**config.mk**
```make
export PLATFORM = sky130hd
export DESIGN_NAME = spi_slave_sync
export DESIGN_NICKNAME = d
export VERILOG_FILES = /design/src/rtl/spi_slave_sync.sv
export SDC_FILE = /design/constraint.sdc
export NUM_CORES = 1
export LEC_CHECK = 0
export ABC_AREA = 1
export CORE_MARGIN = 2
export CORE_UTILIZATION = 45
export CTS_CLUSTER_DIAMETER = 30
export DETAILED_ROUTE_END_ITERATION = 8
export PLACE_DENSITY = 0.72
export SLEW_MARGIN = 20
export SYNTH_ARGS = -nofsm -noshare
export SYNTH_HDL_FRONTEND = slang
export SYNTH_SLANG_ARGS = --single-unit
```
**constraint.sdc**
```tcl
create_clock -name clk -period 2.3 [get_ports clk]
set_input_delay 0.23 -clock clk [delete_from_list [all_inputs] [get_ports clk]]
set_output_delay 0.23 -clock clk [all_outputs]
set_load 0.01 [all_outputs]
```
**src/rtl/spi_slave_sync.sv**
```systemverilog
// Parametrised SPI slave, fully clocked on clk: ss/sck/mosi are oversampled
// through synchronisers and sck edges are detected in the clk domain.
module spi_slave_sync #(
  parameter int   DW          = 16,
  parameter logic CPOL        = 1'b1,
  parameter logic CPHA        = 1'b1,
  parameter int   SYNC_STAGES = 2
) (
  input  logic          clk,
  input  logic          rstb,
  input  logic          ss,
  input  logic          sck,
  input  logic          mosi,
  output logic          miso,
  output logic          miso_oe,
  input  logic          mlb,
  input  logic          ten,
  input  logic [DW-1:0] tdata,
  output logic          tx_ack,
  output logic          done,
  output logic [DW-1:0] rdata,
  output logic          rx_err,
  output logic          ovf
);

  localparam int CW = $clog2(DW + 1);
  localparam logic [CW-1:0] CNT_LAST = CW'(DW - 1);
  localparam logic [CW-1:0] CNT_MAX  = CW'(DW);
  localparam logic [CW-1:0] CNT_ONE  = CW'(1);

  localparam logic [1:0] ST_IDLE  = 2'd0;
  localparam logic [1:0] ST_SHIFT = 2'd1;
  localparam logic [1:0] ST_HOLD  = 2'd2;

  logic [SYNC_STAGES-1:0] ss_sync_r, sck_sync_r, mosi_sync_r;
  logic ss_d_r, sck_d_r, armed_r;
  logic ss_s, sck_s, mosi_s;
  logic ss_fall_s, ss_rise_s, lead_s, trail_s, sample_s, shift_s;

  logic [1:0]    state_r, state_nxt;
  logic [CW-1:0] cnt_r, cnt_nxt;
  logic [DW-1:0] rx_shift_r, rx_nxt;
  logic [DW-1:0] tx_shift_r, tx_nxt, tx_load_s;
  logic [DW-1:0] rdata_r, rdata_nxt;
  logic          mlb_r, mlb_nxt;
  logic          miso_r, miso_nxt, miso_oe_r;
  logic          done_r, done_nxt, rx_err_r, err_nxt, tx_ack_r, ack_nxt;
  logic          ovf_r, ovf_nxt;

  function automatic logic tx_head(input logic [DW-1:0] v, input logic msb);
    return msb ? v[DW-1] : v[0];
  endfunction

  function automatic logic [DW-1:0] tx_advance(input logic [DW-1:0] v, input logic msb);
    return msb ? {v[DW-2:0], 1'b0} : {1'b0, v[DW-1:1]};
  endfunction

  function automatic logic [DW-1:0] rx_insert(input logic [DW-1:0] v, input logic b,
                                              input logic msb);
    return msb ? {v[DW-2:0], b} : {b, v[DW-1:1]};
  endfunction

  assign ss_s   = ss_sync_r[SYNC_STAGES-1];
  assign sck_s  = sck_sync_r[SYNC_STAGES-1];
  assign mosi_s = mosi_sync_r[SYNC_STAGES-1];

  assign ss_fall_s = ss_d_r & ~ss_s;
  assign ss_rise_s = ~ss_d_r & ss_s;
  assign lead_s    = (sck_d_r == CPOL) && (sck_s != CPOL);
  assign trail_s   = (sck_d_r != CPOL) && (sck_s == CPOL);
  assign sample_s  = CPHA ? trail_s : lead_s;
  assign shift_s   = CPHA ? lead_s : trail_s;

  // Synchronisers plus one-clk history for edge detection. ss resets low and
  // armed_r only sets once ss is seen high, so a frame cut by reset is not resumed.
  always_ff @(posedge clk or negedge rstb) begin
    if (!rstb) begin
      ss_sync_r   <= {SYNC_STAGES{1'b0}};
      sck_sync_r  <= {SYNC_STAGES{CPOL}};
      mosi_sync_r <= {SYNC_STAGES{1'b0}};
      ss_d_r      <= 1'b0;
      sck_d_r     <= CPOL;
      armed_r     <= 1'b0;
    end else begin
      ss_sync_r   <= {ss_sync_r[SYNC_STAGES-2:0], ss};
      sck_sync_r  <= {sck_sync_r[SYNC_STAGES-2:0], sck};
      mosi_sync_r <= {mosi_sync_r[SYNC_STAGES-2:0], mosi};
      ss_d_r      <= ss_s;
      sck_d_r     <= sck_s;
      armed_r     <= armed_r | ss_s;
    end
  end

  // Frame FSM: next-state and datapath decisions.
  always_comb begin
    state_nxt = state_r;
    cnt_nxt   = cnt_r;
    rx_nxt    = rx_shift_r;
    tx_nxt    = tx_shift_r;
    tx_load_s = {DW{1'b0}};
    rdata_nxt = rdata_r;
    mlb_nxt   = mlb_r;
    miso_nxt  = miso_r;
    done_nxt  = 1'b0;
    err_nxt   = 1'b0;
    ack_nxt   = 1'b0;
    ovf_nxt   = ovf_r;
    case (state_r)
      ST_IDLE: begin
        miso_nxt = 1'b0;
        if (ss_fall_s) begin
          state_nxt = ST_SHIFT;
          mlb_nxt   = mlb;
          cnt_nxt   = {CW{1'b0}};
          rx_nxt    = {DW{1'b0}};
          ovf_nxt   = 1'b0;
          if (ten) begin
            tx_load_s = tdata;
            ack_nxt   = 1'b1;
          end else begin
            tx_load_s = {DW{1'b0}};
          end
          // CPHA=0 has no leading shift edge, so bit 0 goes out at frame start.
          if (CPHA) begin
            tx_nxt = tx_load_s;
          end else begin
            miso_nxt = tx_head(tx_load_s, mlb);
            tx_nxt   = tx_advance(tx_load_s, mlb);
          end
        end else begin
          state_nxt = ST_IDLE;
        end
      end
      ST_SHIFT: begin
        if (shift_s) begin
          miso_nxt = tx_head(tx_shift_r, mlb_r);
          tx_nxt   = tx_advance(tx_shift_r, mlb_r);
        end else begin
          tx_nxt = tx_shift_r;
        end
        if (sample_s && (cnt_r < CNT_MAX)) begin
          rx_nxt  = rx_insert(rx_shift_r, mosi_s, mlb_r);
          cnt_nxt = cnt_r + CNT_ONE;
        end else begin
          rx_nxt = rx_shift_r;
        end
        // The final sample wins over a simultaneous ss rise.
        if (sample_s && (cnt_r == CNT_LAST)) begin
          rdata_nxt = rx_insert(rx_shift_r, mosi_s, mlb_r);
          done_nxt  = 1'b1;
          miso_nxt  = 1'b0;
          state_nxt = ST_HOLD;
        end else if (ss_rise_s) begin
          err_nxt   = 1'b1;
          miso_nxt  = 1'b0;
          state_nxt = ST_IDLE;
        end else begin
          state_nxt = ST_SHIFT;
        end
      end
      ST_HOLD: begin
        miso_nxt = 1'b0;
        if (sample_s) begin
          ovf_nxt = 1'b1;
        end else begin
          ovf_nxt = ovf_r;
        end
        if (ss_rise_s) begin
          state_nxt = ST_IDLE;
        end else begin
          state_nxt = ST_HOLD;
        end
      end
      default: begin
        miso_nxt  = 1'b0;
        state_nxt = ST_IDLE;
      end
    endcase
  end

  // Frame state and registered outputs; miso is forced low whenever not enabled.
  always_ff @(posedge clk or negedge rstb) begin
    if (!rstb) begin
      state_r    <= ST_IDLE;
      cnt_r      <= {CW{1'b0}};
      rx_shift_r <= {DW{1'b0}};
      tx_shift_r <= {DW{1'b0}};
      rdata_r    <= {DW{1'b0}};
      mlb_r      <= 1'b1;
      miso_r     <= 1'b0;
      miso_oe_r  <= 1'b0;
      done_r     <= 1'b0;
      rx_err_r   <= 1'b0;
      tx_ack_r   <= 1'b0;
      ovf_r      <= 1'b0;
    end else begin
      state_r    <= state_nxt;
      cnt_r      <= cnt_nxt;
      rx_shift_r <= rx_nxt;
      tx_shift_r <= tx_nxt;
      rdata_r    <= rdata_nxt;
      mlb_r      <= mlb_nxt;
      miso_r     <= (armed_r & ~ss_s) ? miso_nxt : 1'b0;
      miso_oe_r  <= armed_r & ~ss_s;
      done_r     <= done_nxt;
      rx_err_r   <= err_nxt;
      tx_ack_r   <= ack_nxt;
      ovf_r      <= ovf_nxt;
    end
  end

  assign miso    = miso_r;
  assign miso_oe = miso_oe_r;
  assign tx_ack  = tx_ack_r;
  assign done    = done_r;
  assign rdata   = rdata_r;
  assign rx_err  = rx_err_r;
  assign ovf     = ovf_r;

endmodule
```
After elaboration in Yosys (flattened, before gate mapping)
Index checks and enable logic that the tools add are counted.
{ "classes": {"n_lt_le_gt_ge": 1, "reduce_logical": 12, "muxes": 34, "n_addsub": 1, "n_mul": 0, "n_bitwise": 8, "shifts": 0, "n_eq_ne": 8, "n_div": 0} }
{ "ops": {"columns": ["operator", "count"], "rows": [
  ["16-bit 2-to-1 mux", 7],
  ["16-bit case mux with 2 select lines", 2],
  ["1-bit 2-to-1 mux", 18],
  ["5-bit 2-to-1 mux", 2],
  ["5-bit case mux with 2 select lines", 1],
  ["3-bit AND reduction", 3],
  ["2-bit inequality test (second input constant)", 4],
  ["2-bit case mux with 3 select lines", 1],
  ["5-bit by 1-bit adder with 5-bit output (second input constant)", 1],
  ["5-bit by 4-bit equality test with 1-bit output (second input constant)", 1],
  ["5-bit less-than comparator (second input constant)", 1],
  ["5-bit inequality test (second input constant)", 1],
  ["1-bit logical AND", 4],
  ["2-bit 2-to-1 mux", 2],
  ["1-bit inverter", 4],
  ["2-bit AND reduction", 2],
  ["2-bit nonzero test", 2],
  ["1-bit bitwise AND", 3],
  ["2-bit by 1-bit equality test with 1-bit output (second input constant)", 1],
  ["2-bit equality test (second input constant)", 1],
  ["2-bit logical NOT", 1],
  ["1-bit case mux with 2 select lines", 1],
  ["1-bit OR", 1]
]} }
{ "word_totals": {"ram_bits": 0, "out_inout_bits": 22, "memories": 0, "rom_bits": 0, "reg_bits": 71, "latchBits": 0, "inputBits": 23} }

Longest topological paths before layout
{ "logic_depth": {"ltp_word": 7, "mapped_depth": 9} }

Worst setup path before layout
Ideal clock, no wire load.
{ "synth_timing": {"path_type": "register to register", "startpoint": "register cnt_r[0]", "endpoint": "register rdata_r[10], in the netlist rdata[10]", "path_stages_with_launch": 10, "arrival_ns": 1.447, "n_path_buf": 2, "required_time_ns": 2.177, "slack_ns": 0.730, "cell_sequence": "dfrtp_1 -> ha_1 -> and3_1 -> ha_1 -> nand2_1 -> buf_4 -> nor2_8 -> buf_6 -> nand2_1 -> nand2_1"} }
{ "synth_via": {"elab_chain_cells": 3} }
{ "synth_rtl": {"columns": ["element", "line", "text"], "rows": [
  ["start, declared", "41", "logic [CW-1:0] cnt_r, cnt_nxt;"],
  ["start signal, assigned", "185", "cnt_r <= {CW{1'b0}};"],
  ["start signal, assigned", "198", "cnt_r <= cnt_nxt;"],
  ["5-bit by 4-bit equality test with 1-bit output", "148", "if (sample_s && (cnt_r == CNT_LAST)) begin"],
  ["1-bit logical AND", "148", null],
  ["2-bit AND reduction (no line)", null, null],
  ["end signal, assigned", "188", "rdata_r <= {DW{1'b0}};"],
  ["end signal, assigned", "201", "rdata_r <= rdata_nxt;"],
  ["end, declared", "44", "logic [DW-1:0] rdata_r, rdata_nxt;"]
]} }
No other way between the ends.
A chain may end at the register's enable or synchronous reset.

Worst setup path after layout
{ "layout_timing": {"startpoint": "register cnt_r[0]", "endpoint": "register rdata_r[15], in the netlist rdata[15]"} }
The elaborated chain is that of the path after synthesis.

==> run metrics <==
status=finished, final reports clean; Nets=~490; largest net degree at the start of global routing=45; commonest non-fill, non-tap cell in the layout=nand2_1; final wirelength=~6500 um; Worst Hold Class=in -> reg; async set-reset flop share out of synthesis=100%; Netlist cell types=27; Peak Freq=roughly 0.57 GHz; Reg power frac=49.1%; DRC=0; clock network fraction of total power=roughly a third; RSZ-0062 raised after global routing=false; TritonCTS Buffers=9; clk sinks=71; initial antenna violation count=0; via count=2700; CP Capture Type=flip-flop; Worst-path clk slew=0.08 ns; num ports=between 40 and 50; crit-path max FO=17; actual slew at the worst max-slew pin=0.645 ns; EDFF count, synth=0; most frequent cells in the layout=217 x nand2_1, 67 x dfrtp_1, 44 x o21ai_0; fin crit share=about 76%; top cells by area, synth=dfrtp_1 50%, nand2_1 24%, o21ai_0 6.5%; first-pass GRT wire length=roughly 12000 um; skew final=about 0.0073 ns; R2R setup slack=~0.56 ns; leak pwr=between 0.002 and 0.0025 uW; worst min-delay path endpoint=sck_sync_r[0]$_DFF_PN1_; Pwr Density=roughly 760 mW/mm^2; setup ws final=between 0.5 and 0.6 ns; Slew Viols, Final=0; Syn Nets=approximately 450; IO Port Bufs=between 40 and 50; antenna-violating nets left=0; post-synthesis register bit count=just over 70; Seq/Total Area, Yosys=about 53%; GRT overflow=0; Comb power frac=between 10% and 20%; Hold Vio Cnt, Final=0; cell count after synthesis=between 400 and 500; Sw Share=between 30% and 40%; Power Internal=2110 uW; DR iter-0 viols=about 160; Data required, critical path=between 2 and 3 ns; Max-slew headroom=~57%; Vias/cell=4.73; worst hold stages=1; First-pass DRT Iterations=4; Clock Latency Late Sink=0.34 ns; VDD IR max=between 0.4 and 0.5 mV; DIE AREA=between 0.008 and 0.009 mm^2; Overall Global Routing Usage=between 10% and 20%; Final Wtd Congestion=0.771; Cell Rows=31; reg2reg path depth=8; vias in the first global route=2652; clock root buffer master=clkbuf_8; crit path kind=reg -> reg; Layout area overhead=20.0%; startpoint type of the worst setup path=flip-flop; top_reg_cell synth=dfrtp_1; Initial Utilization=between 40% and 50%; fraction of layout cells with a size suffix above 1=8.90%; fillers=approximately 700; pre-CTS WS=about 0.57 ns; core area=between 0.007 and 0.008 mm^2; Synth area leader=dfrtp_1; htree depth=3; Final min period=between 1.5 and 2 ns; setup TNS=0 ns; post-synth top area share=approximately half; syn_area_per_cell=between 7 and 8 um^2; YS warnings=0; antenna cells=0; post-DP HPWL=around 4400 um; die span in y=between 90 and 100 um; Clock Path Buffers=2; R2R Path Start=cnt_r[0]$_DFFE_PN0P_; per-cell routed wire length=between 10 and 15 um; CP arrival=a little under 2 ns; Syn Std Cell Area=between 0.003 and 0.004 mm^2; Die Width=between 90 and 100 um; TritonCTS clock tree=built; reg-to-reg endpoint=rdata[15]$_DFFE_PN0P_; CTS resizes=0; Hold Crit Start=sck; Net Sw Power=986 uW; Setup-failing EPs final=0; Max-Cap Viols=0
## power by group through the flow
stage          Sequential [uW]  Combinational [uW]  Clock, uW
5_1_grt                   1540                 701       1060
6_report                  1520                 595        981
3_5_place_dp              1540                 600          0
4_1_cts                   1520                 603       1010
3_3_place_gp              1540                 587          0
2_1_floorplan             1500                 488          0
## final cells by class
class,instances,area (um^2),area share (%)
inverter,30,113,2.77
clock buffer,10,128,3.14
multi-input combinational,307,1360,33.6
clock inverter,6,70.1,1.73
sequential,71,1780,43.9
tap,99,124,3.05
timing repair buffer,48,480,11.8
## per-stage QoR
stage	utilization [%]	power, uW	cell area [um^2]	std cells	hold slack [ns]
finish	56.0	3100	4060	571	0.293
global route	56.0	3310	4060	571	0.289
floorplan	-	1990	3380	427	-0.0656
detailed placement	53.1	2140	3850	554	0.298
CTS	56.0	3130	4060	571	0.284
global placement	53.1	2120	3850	554	0.290
## registers in the layout (all words and copies together), names as in the netlist
signal,cells
state_r,2
ovf,1
mlb_r,1
cnt_r,5
ss_sync_r,2
tx_ack,1
miso_oe,1
sck_d_r,1
ss_d_r,1
rx_err,1
armed_r,1
miso,1
tx_shift_r,16
rx_shift_r,16
mosi_sync_r,2
rdata,16
done,1
sck_sync_r,2
## cells in the mapped netlist (2+ instances only)
| cell | number |
|---|---|
| dfstp_2 | 4 |
| o21ai_0 | 44 |
| inv_2 | 7 |
| nand2_2 | 3 |
| dfrtp_1 | 67 |
| ha_1 | 2 |
| nand2_1 | 217 |
| buf_6 | 4 |
| buf_4 | 5 |
| buf_2 | 5 |
| nor2_4 | 3 |
| nor2_8 | 2 |
| nand3_1 | 10 |
| o21ai_1 | 10 |
| nor2_1 | 7 |
| clkbuf_1 | 5 |
| inv_1 | 22 |
## timing repair
item | 4_1_cts | 5_1_grt
endpoints found under the hold margin | 27 | 0
setup buffers | 0 | 0
hold buffers | 1 | 0
## per-layer routing
layer	GRT usage, %	wire, um
met1	22.6	3080
met2	28.8	3050
met3	2.75	218
met4	7.18	112
met5	0	0
## kinds of logic (layout without fill, tap and decap cells)
logic type | count (synthesis) | after routing | share of synthesized area [%]
compound gates | 57 | 57 | 8.84
simple gates | 247 | 247 | 30.5
buf+inv | 49 | 94 | 7.06
flops | 71 | 71 | 52.6
fa+ha+maj | 2 | 2 | 0.739
xor+xnor | 1 | 1 | 0.259
## worst max-delay path by stage
stage / from / to / slack (ns) / depth (start not counted)
3_5_place_dp: cnt_r[0]$_DFFE_PN0P_ / rdata[2]$_DFFE_PN0P_ / 0.57 / 8
2_1_floorplan: cnt_r[0]$_DFFE_PN0P_ / rdata[10]$_DFFE_PN0P_ / 0.73 / 9
5_1_grt: cnt_r[0]$_DFFE_PN0P_ / rdata[10]$_DFFE_PN0P_ / 0.41 / 8
6_report: cnt_r[0]$_DFFE_PN0P_ / rdata[15]$_DFFE_PN0P_ / 0.56 / 8
4_1_cts: cnt_r[0]$_DFFE_PN0P_ / rdata[15]$_DFFE_PN0P_ / 0.56 / 8
3_3_place_gp: cnt_r[0]$_DFFE_PN0P_ / rdata[2]$_DFFE_PN0P_ / 0.65 / 8
## worst max-delay path, cell delays in order (launching register included)
cell,delay (ns)
dfrtp_1,0.42
ha_1,0.24
and3_1,0.19
ha_1,0.17
nand2_1,0.13
buf_4,0.25
nor2_8,0.09
nand2_1,0.09
nand2_1,0.05
No activity file was read; power rests on OpenSTA's default activity.
